**src/rtl/sim_sram_window.sv**
```systemverilog
// Simulation-only bus interceptor: requests inside [start_addr_i, start_addr_i+SizeBytes)
// are served locally, everything else is forwarded. Optional storage via SIM_SRAM_READBACK_EN.
module sim_sram_window #(
  parameter int AW        = 32,
  parameter int DW        = 32,
  parameter int SRCW      = 8,
  parameter int SizeBytes = 64
) (
  input  logic              clk_i,
  input  logic              rst_i,
  input  logic [AW-1:0]     start_addr_i,
  input  logic              h_req_valid_i,
  output logic              h_req_ready_o,
  input  logic              h_req_write_i,
  input  logic [AW-1:0]     h_req_addr_i,
  input  logic [DW-1:0]     h_req_wdata_i,
  input  logic [DW/8-1:0]   h_req_mask_i,
  input  logic [SRCW-1:0]   h_req_source_i,
  output logic              h_rsp_valid_o,
  input  logic              h_rsp_ready_i,
  output logic [DW-1:0]     h_rsp_rdata_o,
  output logic [SRCW-1:0]   h_rsp_source_o,
  output logic              h_rsp_error_o,
  output logic              d_req_valid_o,
  input  logic              d_req_ready_i,
  output logic              d_req_write_o,
  output logic [AW-1:0]     d_req_addr_o,
  output logic [DW-1:0]     d_req_wdata_o,
  output logic [DW/8-1:0]   d_req_mask_o,
  output logic [SRCW-1:0]   d_req_source_o,
  input  logic              d_rsp_valid_i,
  output logic              d_rsp_ready_o,
  input  logic [DW-1:0]     d_rsp_rdata_i,
  input  logic [SRCW-1:0]   d_rsp_source_i,
  input  logic              d_rsp_error_i,
  output logic              wr_valid_o,
  output logic [AW-1:0]     wr_addr_o,
  output logic [DW-1:0]     wr_data_o
);
  localparam int MW    = DW / 8;
  localparam int OFFB  = (MW > 1) ? $clog2(MW) : 0;
  localparam int WORDS = SizeBytes / MW;
  localparam int IW    = (WORDS > 1) ? $clog2(WORDS) : 1;

  typedef enum logic [1:0] {IDLE, FWD, LOCAL} state_e;

  state_e            state_q, state_d;
  logic [DW-1:0]     rdata_q, rdata_d;
  logic [SRCW-1:0]   source_q, source_d;
  logic              wr_valid_q, wr_valid_d;
  logic [AW-1:0]     wr_addr_q, wr_addr_d;
  logic [DW-1:0]     wr_data_q, wr_data_d;

  logic [AW:0]       addr_ext, lo_ext, hi_ext;
  logic              hit, acc_local, acc_fwd;
  logic [DW-1:0]     rd_word;

  // Bounds are compared in AW+1 bits so a window near the top of memory cannot wrap.
  always_comb begin
    addr_ext  = {1'b0, h_req_addr_i};
    lo_ext    = {1'b0, start_addr_i};
    hi_ext    = lo_ext + (AW+1)'(SizeBytes);
    hit       = (addr_ext >= lo_ext) && (addr_ext < hi_ext);
    acc_local = (state_q == IDLE) && h_req_valid_i && hit;
    acc_fwd   = (state_q == IDLE) && h_req_valid_i && !hit && d_req_ready_i;
  end

`ifdef SIM_SRAM_READBACK_EN
  logic [WORDS-1:0][DW-1:0] mem_q, mem_d;
  logic [IW-1:0]            idx;

  always_comb begin
    idx     = IW'((h_req_addr_i - start_addr_i) >> OFFB);
    mem_d   = mem_q;
    rd_word = mem_q[idx];
    if (acc_local && h_req_write_i) begin
      for (int b = 0; b < MW; b++)
        if (h_req_mask_i[b]) mem_d[idx][b*8 +: 8] = h_req_wdata_i[b*8 +: 8];
    end
  end

  always_ff @(posedge clk_i) begin
    if (rst_i) mem_q <= '0;
    else       mem_q <= mem_d;
  end
`else
  always_comb rd_word = '0;
`endif

  always_comb begin
    state_d    = state_q;
    rdata_d    = rdata_q;
    source_d   = source_q;
    wr_valid_d = 1'b0;
    wr_addr_d  = wr_addr_q;
    wr_data_d  = wr_data_q;
    unique case (state_q)
      IDLE: begin
        if (acc_local) begin
          state_d  = LOCAL;
          rdata_d  = rd_word;
          source_d = h_req_source_i;
          if (h_req_write_i) begin
            wr_valid_d = 1'b1;
            wr_addr_d  = h_req_addr_i;
            wr_data_d  = h_req_wdata_i;
          end
        end else if (acc_fwd) begin
          state_d = FWD;
        end
      end
      FWD:     if (d_rsp_valid_i && h_rsp_ready_i) state_d = IDLE;
      LOCAL:   if (h_rsp_ready_i) state_d = IDLE;
      default: state_d = IDLE;
    endcase
  end

  always_ff @(posedge clk_i) begin
    if (rst_i) begin
      state_q    <= IDLE;
      rdata_q    <= '0;
      source_q   <= '0;
      wr_valid_q <= 1'b0;
      wr_addr_q  <= '0;
      wr_data_q  <= '0;
    end else begin
      state_q    <= state_d;
      rdata_q    <= rdata_d;
      source_q   <= source_d;
      wr_valid_q <= wr_valid_d;
      wr_addr_q  <= wr_addr_d;
      wr_data_q  <= wr_data_d;
    end
  end

  // Request fields always mirror the host; only valid is gated.
  assign d_req_write_o  = h_req_write_i;
  assign d_req_addr_o   = h_req_addr_i;
  assign d_req_wdata_o  = h_req_wdata_i;
  assign d_req_mask_o   = h_req_mask_i;
  assign d_req_source_o = h_req_source_i;

  always_comb begin
    h_req_ready_o  = 1'b0;
    d_req_valid_o  = 1'b0;
    h_rsp_valid_o  = 1'b0;
    h_rsp_rdata_o  = '0;
    h_rsp_source_o = '0;
    h_rsp_error_o  = 1'b0;
    d_rsp_ready_o  = 1'b0;
    unique case (state_q)
      IDLE: begin
        if (hit) begin
          h_req_ready_o = 1'b1;
        end else begin
          d_req_valid_o = h_req_valid_i;
          h_req_ready_o = d_req_ready_i;
        end
      end
      FWD: begin
        h_rsp_valid_o  = d_rsp_valid_i;
        h_rsp_rdata_o  = d_rsp_rdata_i;
        h_rsp_source_o = d_rsp_source_i;
        h_rsp_error_o  = d_rsp_error_i;
        d_rsp_ready_o  = h_rsp_ready_i;
      end
      LOCAL: begin
        h_rsp_valid_o  = 1'b1;
        h_rsp_rdata_o  = rdata_q;
        h_rsp_source_o = source_q;
      end
      default: ;
    endcase
  end

  assign wr_valid_o = wr_valid_q;
  assign wr_addr_o  = wr_addr_q;
  assign wr_data_o  = wr_data_q;
endmodule

```
**config.mk**
```make
export PLATFORM = sky130hd
export DESIGN_NAME = sim_sram_window
export DESIGN_NICKNAME = d
export VERILOG_FILES = /design/src/rtl/sim_sram_window.sv
export SDC_FILE = /design/constraint.sdc
export NUM_CORES = 1
export LEC_CHECK = 0
export BUFFER_PORTS_ARGS = -buffer_cell sky130_fd_sc_hd__buf_4
export CELL_PAD_IN_SITES_DETAIL_PLACEMENT = 1
export CELL_PAD_IN_SITES_GLOBAL_PLACEMENT = 1
export CORE_ASPECT_RATIO = 0.6
export CORE_UTILIZATION = 33
export CTS_CLUSTER_SIZE = 20
export DETAILED_ROUTE_END_ITERATION = 16
export HOLD_SLACK_MARGIN = 0.12
export MAX_ROUTING_LAYER = met4
export PLACE_DENSITY = 0.94
export SYNTH_ARGS = -nofsm -noshare
export SYNTH_HDL_FRONTEND = slang
export SYNTH_SLANG_ARGS = --single-unit
```
**constraint.sdc**
```tcl
create_clock -name clk_i -period 8.7 [get_ports clk_i]
set_input_delay 0.435 -clock clk_i [delete_from_list [all_inputs] [get_ports clk_i]]
set_output_delay 0.435 -clock clk_i [all_outputs]
set_load 0.02 [all_outputs]
```
Word level (Yosys, flattened, before mapping)
Index checks and enable logic that the tools add are counted.
{"block": "totals", "reg_bits": 75, "in_bits": 156}
{"block": "op_classes", "n_addsub": 1, "magnitude_cmp": 2, "n_eq_ne": 5, "mux": 15, "bitwise": 2, "n_reduce_logical": 12}
{"cell": "$add A32 B7 Y33 const B", "n": 1}
{"cell": "$lt A32 B33 Y1", "n": 1}
{"cell": "$ge A32 B32 Y1", "n": 1}
{"cell": "$mux W32", "n": 1}
{"cell": "$pmux W8 S2", "n": 1}
{"cell": "$mux W2", "n": 4}
{"cell": "$mux W1", "n": 7}
{"cell": "$logic_and A1 B1 Y1", "n": 6}
{"cell": "$pmux W2 S3", "n": 1}
{"cell": "$reduce_and A3 Y1", "n": 2}
{"cell": "$ne A2 B2 Y1 const B", "n": 2}
{"cell": "$ne A3 B3 Y1 const B", "n": 1}
{"cell": "$reduce_or A3 Y1", "n": 1}
{"cell": "$eq A2 B1 Y1 const B", "n": 1}
{"cell": "$eq A2 B2 Y1 const B", "n": 1}
{"cell": "$logic_not A2 Y1", "n": 1}
{"cell": "$not A1 Y1", "n": 2}
{"cell": "$pmux W1 S2", "n": 1}
{"cell": "$reduce_and A2 Y1", "n": 1}
{"cell": "$logic_not A1 Y1", "n": 1}

Longest topological paths before layout
Gate-level depths: netlist (run 1).
{"block": "depth", "ltp_word": 9, "mapped_depth": 19, "depth_no_buf": 16}

Least setup slack after synthesis (run 1)
OpenSTA, ideal clock, no wires.
{"block": "synth_timing", "path_kind": "input to output", "from": "input port start_addr_i[9]", "to": "output port h_req_ready_o", "arrival_time_ns": 3.448, "required_time_ns": 8.265, "path_slack_ns": 4.817, "path_stages": 15, "n_path_buf": 0, "cell_sequence": "and4_1 nand4_1 nor2b_1 nand2_1 nor2_1 nand4_1 xnor2_1 ha_1 a21oi_1 nor2_1 a211oi_1 o21ai_0 o21ai_0 nor3b_1 o21a_1"}
{"block": "synth_between", "elab_chain_len": 5, "word_cells_on_any_way": 6}
{"item": "from (decl)", "line_no": "11", "rtl": "input logic [AW-1:0] start_addr_i,"}
{"item": "$add A32 B7 Y33", "line_no": "62", "rtl": "hi_ext = lo_ext + (AW+1)'(SizeBytes);"}
{"item": "$lt A32 B33 Y1", "line_no": "63", "rtl": "hit = (addr_ext >= lo_ext) && (addr_ext < hi_ext);"}
{"item": "$logic_and A1 B1 Y1 (*)", "line_no": "63"}
{"item": "$mux W1 (*)", "line_no": "153", "rtl": "if (hit) begin"}
{"item": "$mux W1 (*)", "line_no": "151", "rtl": "unique case (state_q)"}
{"item": "to (decl)", "line_no": "13", "rtl": "output logic h_req_ready_o,"}
Mark *: on every way between the ends. The rest lies on a longest branch, timed or not.

Worst setup path in the final report (run 1)
{"block": "layout_timing", "from": "input port start_addr_i[8]", "to": "output port h_req_ready_o"}
The elaborated chain is that of the path after synthesis.

==> results of run 1 <==
==> cell families (layout without fill, tap and decap cells) <==
logic type      Yosys count  count (layout)
compound gates          214             214
xor+xnor                 24              24
fa+ha+maj                62              62
buf+inv                 223             452
flops                    75              75
simple gates            208             208
==> cells in the mapped netlist (all sizes together) (9+ instances only) <==
cell    instances
a21oi          99
and2           35
buf            85
clkbuf         37
dfxtp          75
ha             62
inv           101
nand2          25
nand4          22
nor2           16
nor2b          15
nor3            9
o21ai          89
or3            64
xnor2          24
==> worst paths after layout <==
| kind | startpoint | end | cells after the start |
|---|---|---|---|
| min | h_req_source_i[2] | source_q[2] | 3 |
| max reg2reg | state_q[0] | wr_data_o[14] | 5 |
| max | start_addr_i[8] | h_req_ready_o | 17 |
| min reg2reg | wr_addr_o[3] | wr_addr_o[3] | 2 |
==> tightest hold or removal path, stage by stage <==
cell,delay [ps]
buf_4,120
nand4_1,60
a21oi_1,50
==> flip-flops by register name (all words and copies together) (netlist names) <==
| register | cells |
|---|---|
| state_q | 2 |
| source_q | 8 |
| wr_valid_o | 1 |
| wr_addr_o | 32 |
| wr_data_o | 32 |
==> metal layers <==
layer	up-vias	wire [µm]	GRT usage [%]
met1	3061	10750	32.66
met3	10	987	3.014
li1	3112	-	-
met2	166	10990	40.49
met5	-	0	-
met4	0	147	3.140
==> report_power, final <==
| group | switching [mW] | internal, mW | total [mW] |
|---|---|---|---|
| sequential | 0.00568 | 0.354 | 0.360 |
| clock | 0.149 | 0.216 | 0.365 |
| combinational | 0.207 | 0.146 | 0.353 |
| total | 0.362 | 0.716 | 1.08 |
==> placed cells by master (no fill, tap or decap), types with 2 or more instances in the layout <==
cell type	instances
nor3_1	9
inv_1	101
a21oi_1	99
nor2b_1	15
a211oi_1	7
and4_1	3
o21ai_0	89
nand3_1	7
nand4_1	22
clkbuf_8	3
nor2_1	16
ha_1	62
buf_4	336
or3_1	64
xnor2_1	24
clkbuf_16	9
and2_1	35
o211ai_1	2
a22oi_1	8
nand2_1	25
nor4_1	2
and3_1	4
dfxtp_1	75
==> area by class of cell <==
| cell class | instances | area, µm² | share of cell area [%] |
|---|---|---|---|
| clock inverters | 3 | 21.27 | 0.2551 |
| flip-flops and latches | 75 | 1501 | 18.00 |
| well taps | 234 | 292.8 | 3.511 |
| inverters | 101 | 379.1 | 4.546 |
| clock buffers | 12 | 266.5 | 3.196 |
| repair buffers | 336 | 2522 | 30.25 |
| multi-input cells | 508 | 3356 | 40.24 |
==> results.toml, run 1 <==
[run_status]
status = "finished, final reports clean"

[cts]
ctsResizeCount = 0
cts_max_level = 3
clock-sinks = 75
clk_latency_ps = 320
clockBufferDepth = 2
cts_made_buffers = 9
clk_pin_slew_ps = 60
cts_tree = "yes"
cts-root-buf = "clkbuf_16"
cts_setup_buffers = 0
ctsHoldBuffers = 0

[placement]
place_ws_ps = 3768
gp_congestion = 0.8725
dp.cells = 1254
post_dp_cell_area_um2 = 8051
io_buffers = 334
dp_hpwl_mm = 18.19

[timing]
worst_slew_margin_rel_pct = 19.47
worst_pin_slew_ps = 1208
rsz0062_at_grt = "no"
hold_viol_final = 0
fin_crit_ps = 4812
fin_setup_tns_ps = 0
finalMaxSlewViolations = 0
timing.final.crit_share_pct = 55.31
fin_skew_ps = 6.040
hold_ws_ps = 400.4
setup_viol = 0
max_freq_mhz = 207.8
layout_setup_ws_ps = 3888

[layout]
drive_above_1_share_pct = 34.49
layoutNonFillerInstCount = 1269
synthToLayoutAreaGrowth_pct = 38.54
final_cell_area_um2 = 8339
nets = 1249
nFillCells = 2199
fin_util_pct = 47.65
antennaDiodeCount = 0

[worst_setup_path]
cp.required_ps = 8270
worstPathArrival_ps = 4380
crit_chain = "buf_4, and4_1, nand4_1, nor2b_1, nand2_1, nor2_1, nand4_1, xnor2_1, ha_1, a21oi_1, nor2_1, a211oi_1, o21ai_0, o21ai_0, nor3b_2, o21a_1, buf_4"
critPathLaunchType = "input port"
path_max_fanout = 10
endpoint_kind = "output port"
critPathMaxStageDelay_ps = 730
reg2reg_slack_ps = 5700
crit_buf_inv = 2
cpLargestDelayFamily = "simple AND/OR/NAND/NOR gates"
path_class = "in -> out"
slowest_stage = "nor3b_2"

[logic_synthesis]
synth_fa_ha_area_share_pct = 12.89
synthSimpleGateAreaFrac_pct = 20.02
ys_seq_area_share_pct = 24.94
synth_top_area_share_pct = 24.94
yosys.area.top_type = "dfxtp_1"
async_flop_share_pct = 0
yosys.area_share.xor_xnor_pct = 3.492
synth_cell_types = 38
syn_inst = 806
synth_top_family_by_area = "simple AND/OR/NAND/NOR gates"
syn_nets = 1024
ys_ff_latch = 75
synth_compound_area_share_pct = 19.06
yosys-top-cells-area = "dfxtp_1, ha_1, buf_4, a21oi_1, o21ai_0"
synth_warnings = 0
synth_edf_count = 0
synthFlopType = "dfxtp_1"
synth_mux_area_share_pct = 0
synth_area_um2 = 6020
syn-mean-instance-area_um2 = 7.468

[routing]
first_iter_violations = 364
drc = 0
viasPerCell = 5.003
drtPass1Iterations = 4
wl_mm = 22.88
avgRoutedWirePerCell_um = 18.03
vias = 6349
ant_nets = 0

[global_route]
grt_pass1_wl_mm = 35.33
grt_max_degree = 140
antenna_found_initial = 0
grt.overflow.total = 0
grt_pass1_vias = 6418
grt_use_total_pct = 24.44

[floorplanning]
initial_core_util_pct = 34.40
coreArea_um2 = 17500
die_w_um = 176.4
rows = 37
die_area_um2 = 18800
ios = 343
die_h_um = 106.6

[pwr]
finalPower_mw = 1.078
leakagePower_nw = 4.024
peakVddDrop_uv = 83.75
power_density_nw_per_um2 = 129.3

[worst_hold_path]
hold_class = "in -> reg"

[flow_run]
maxCapViolCount = 0
Power figures use the tool's default switching activity.
==> inputs of run 2 (changes only) <==
--- a/config.mk
+++ b/config.mk
@@ -9,12 +9,12 @@
 export CELL_PAD_IN_SITES_DETAIL_PLACEMENT = 1
 export CELL_PAD_IN_SITES_GLOBAL_PLACEMENT = 1
 export CORE_ASPECT_RATIO = 0.6
-export CORE_UTILIZATION = 33
+export CORE_UTILIZATION = 31
 export CTS_CLUSTER_SIZE = 20
 export DETAILED_ROUTE_END_ITERATION = 16
 export HOLD_SLACK_MARGIN = 0.12
 export MAX_ROUTING_LAYER = met4
-export PLACE_DENSITY = 0.94
+export PLACE_DENSITY = 0.9
 export SYNTH_ARGS = -nofsm -noshare
 export SYNTH_HDL_FRONTEND = slang
 export SYNTH_SLANG_ARGS = --single-unit
==> constraint.sdc (replaced) <==
create_clock -name clk_i -period 4.9 [get_ports clk_i]
set_input_delay 0.245 -clock clk_i [delete_from_list [all_inputs] [get_ports clk_i]]
set_output_delay 0.245 -clock clk_i [all_outputs]
set_load 0.02 [all_outputs]
==> run 2 against run 1 <==
  * Register-to-register slack got worse by 3700 ps
  * Die area increased by 6.4%
  * Count of clock-buffer cells in the layout down 3
  * Worst hold slack got worse by 210 ps
  * Wire length down 2.8%
  * Global-route usage is 2.6 points lower
  * Flip-flop and latch count is the same
==> results.toml, run 2 (same netlist as run 1, synthesis figures left out) <==
[run_status]
status = "finished, final reports clean"

[floorplanning]
coreArea_um2 = 19030
die_w_um = 181.9
die_h_um = 109.9
initial_core_util_pct = 31.63
die_area_um2 = 20000
ios = 343
rows = 39

[global_route]
antenna_found_initial = 0
grt.overflow.total = 0
grt_max_degree = 130
grt_use_total_pct = 21.87
grt_pass1_vias = 6053
grt_pass1_wl_mm = 33.10

[worst_setup_path]
path_class = "in -> out"
rr_worst_depth = 5
reg2reg_slack_ps = 1970
worstPathArrival_ps = 3930
r2r-start = "state_q[0]"
endpoint_kind = "output port"
critPathLaunchType = "input port"
cp.required_ps = 4660
path_max_fanout = 10
reg2reg_to = "wr_data_o[10]"

[timing]
fin_setup_tns_ps = 0
hold_viol_final = 0
timing.final.crit_share_pct = 85.19
worst_slew_margin_rel_pct = 20.97
setup_viol = 0
worst_pin_slew_ps = 1185
fin_skew_ps = 9.494
finalMaxSlewViolations = 0
rsz0062_at_grt = "no"
fin_crit_ps = 4174
max_freq_mhz = 239.6

[pwr]
internal-power_mw = 1.442
leakagePower_nw = 4.080
peakVddDrop_uv = 155.3
clockPowerShare_pct = 39.4
p_seq_share_pct = 30.5
power_density_nw_per_um2 = 247.1
switching_share_pct = 31.08
p_switching_mw = 0.6504
power_frac_comb_pct = 30.1

[placement]
dp_hpwl_mm = 17.70
io_buffers = 334
gp_congestion = 0.8738

[cts]
cts_max_level = 3
cts_setup_buffers = 0
ctsResizeCount = 0
cts-root-buf = "clkbuf_16"
clk_pin_slew_ps = 60
cts_tree = "yes"
clock-sinks = 75
clk_latency_ps = 330
ctsHoldBuffers = 0
cts_made_buffers = 9
clockBufferDepth = 2

[routing]
avgRoutedWirePerCell_um = 17.33
first_iter_violations = 352
ant_nets = 0
viasPerCell = 4.922
vias = 6315
drtPass1Iterations = 5
drc = 0
wl_mm = 22.23

[worst_hold_path]
holdPathStages = 3
hold_class = "in -> reg"
holdPathEnd = "source_q[7]"
min_from = "h_req_source_i[7]"

[layout]
nFillCells = 2374
nets = 1251
drive_above_1_share_pct = 34.62
layout_commonest_cell = "buf_4"
fin_util_pct = 44.50
synthToLayoutAreaGrowth_pct = 40.70
antennaDiodeCount = 0
layout_common_cells = "buf_4, inv_1, a21oi_1"

[flow_run]
maxCapViolCount = 0
run 2: cell types whose count changed in the layout (fill, tap and decap cells not counted):
cell | before | now
buf_12 | 0 | 2
bufinv_16 | 0 | 4
clkbuf_8 | 3 | 0
clkinv_2 | 1 | 0
clkinv_4 | 0 | 1
clkinvlp_4 | 1 | 0
run 2: worst max-delay path by stage:
stage	slack [ps]	from	cells after the start	end
6_report	730	start_addr_i[8]	17	h_req_ready_o
5_1_grt	380	start_addr_i[8]	17	h_req_ready_o
4_1_cts	700	start_addr_i[8]	17	h_req_ready_o
3_5_place_dp	570	start_addr_i[8]	18	wr_data_o[20]
3_3_place_gp	740	start_addr_i[8]	18	wr_addr_o[2]
2_1_floorplan	1350	start_addr_i[9]	19	wr_addr_o[0]
run 2: final cells by class:
class,instances,area (µm²),share of cell area [%]
multi-input combinational,508,3356,39.62
inverter,101,379.1,4.476
clock inverter,6,137.6,1.625
timing repair buffer,338,2562,30.26
sequential,75,1501,17.73
clock buffer,9,225.2,2.659
tap,246,307.8,3.634
run 2: through the flow:
stage | cell area, µm² | hold WS, ps | setup WS [ps] | std cells | power, mW
after global placement | 8107 | 461.7 | 737.6 | 1268 | 1.258
after floorplan | 6020 | 352.1 | 1348 | 806 | 1.027
after detailed placement | 8107 | 469.5 | 565.5 | 1268 | 1.280
after CTS | 8469 | 182.2 | 704.8 | 1283 | 2.110
final | 8469 | 191.8 | 725.8 | 1283 | 2.093
after global routing | 8469 | 180.8 | 382.2 | 1283 | 2.198
run 2: layer usage:
metal	part of all wire (%)	track usage [%]	routed length, µm	up-vias
li1	-	-	-	3115
met1	48	29.45	10780	2990
met4	1.1	4.382	242	0
met3	5.4	4.935	1194	19
met2	45	33.52	10010	191
met5	0	-	0	-
run 2: power by group through the flow:
stage | logic (mW) | registers, mW | clock network, mW
finish | 0.629 | 0.639 | 0.825
global route | 0.687 | 0.641 | 0.870
CTS | 0.630 | 0.639 | 0.841
detailed placement | 0.628 | 0.652 | 0
global placement | 0.607 | 0.651 | 0
floorplan | 0.359 | 0.668 | 0
run 2: critical path, stage by stage:
cell	delay, ps
buf_4	110
and4_1	250
nand4_1	290
nor2b_1	310
nand2_1	120
nor2_1	250
nand4_1	150
xnor2_1	190
ha_1	270
a21oi_1	160
nor2_1	60
a211oi_1	210
o21ai_0	110
o21ai_0	200
nor3b_2	660
o21a_1	190
buf_4	140
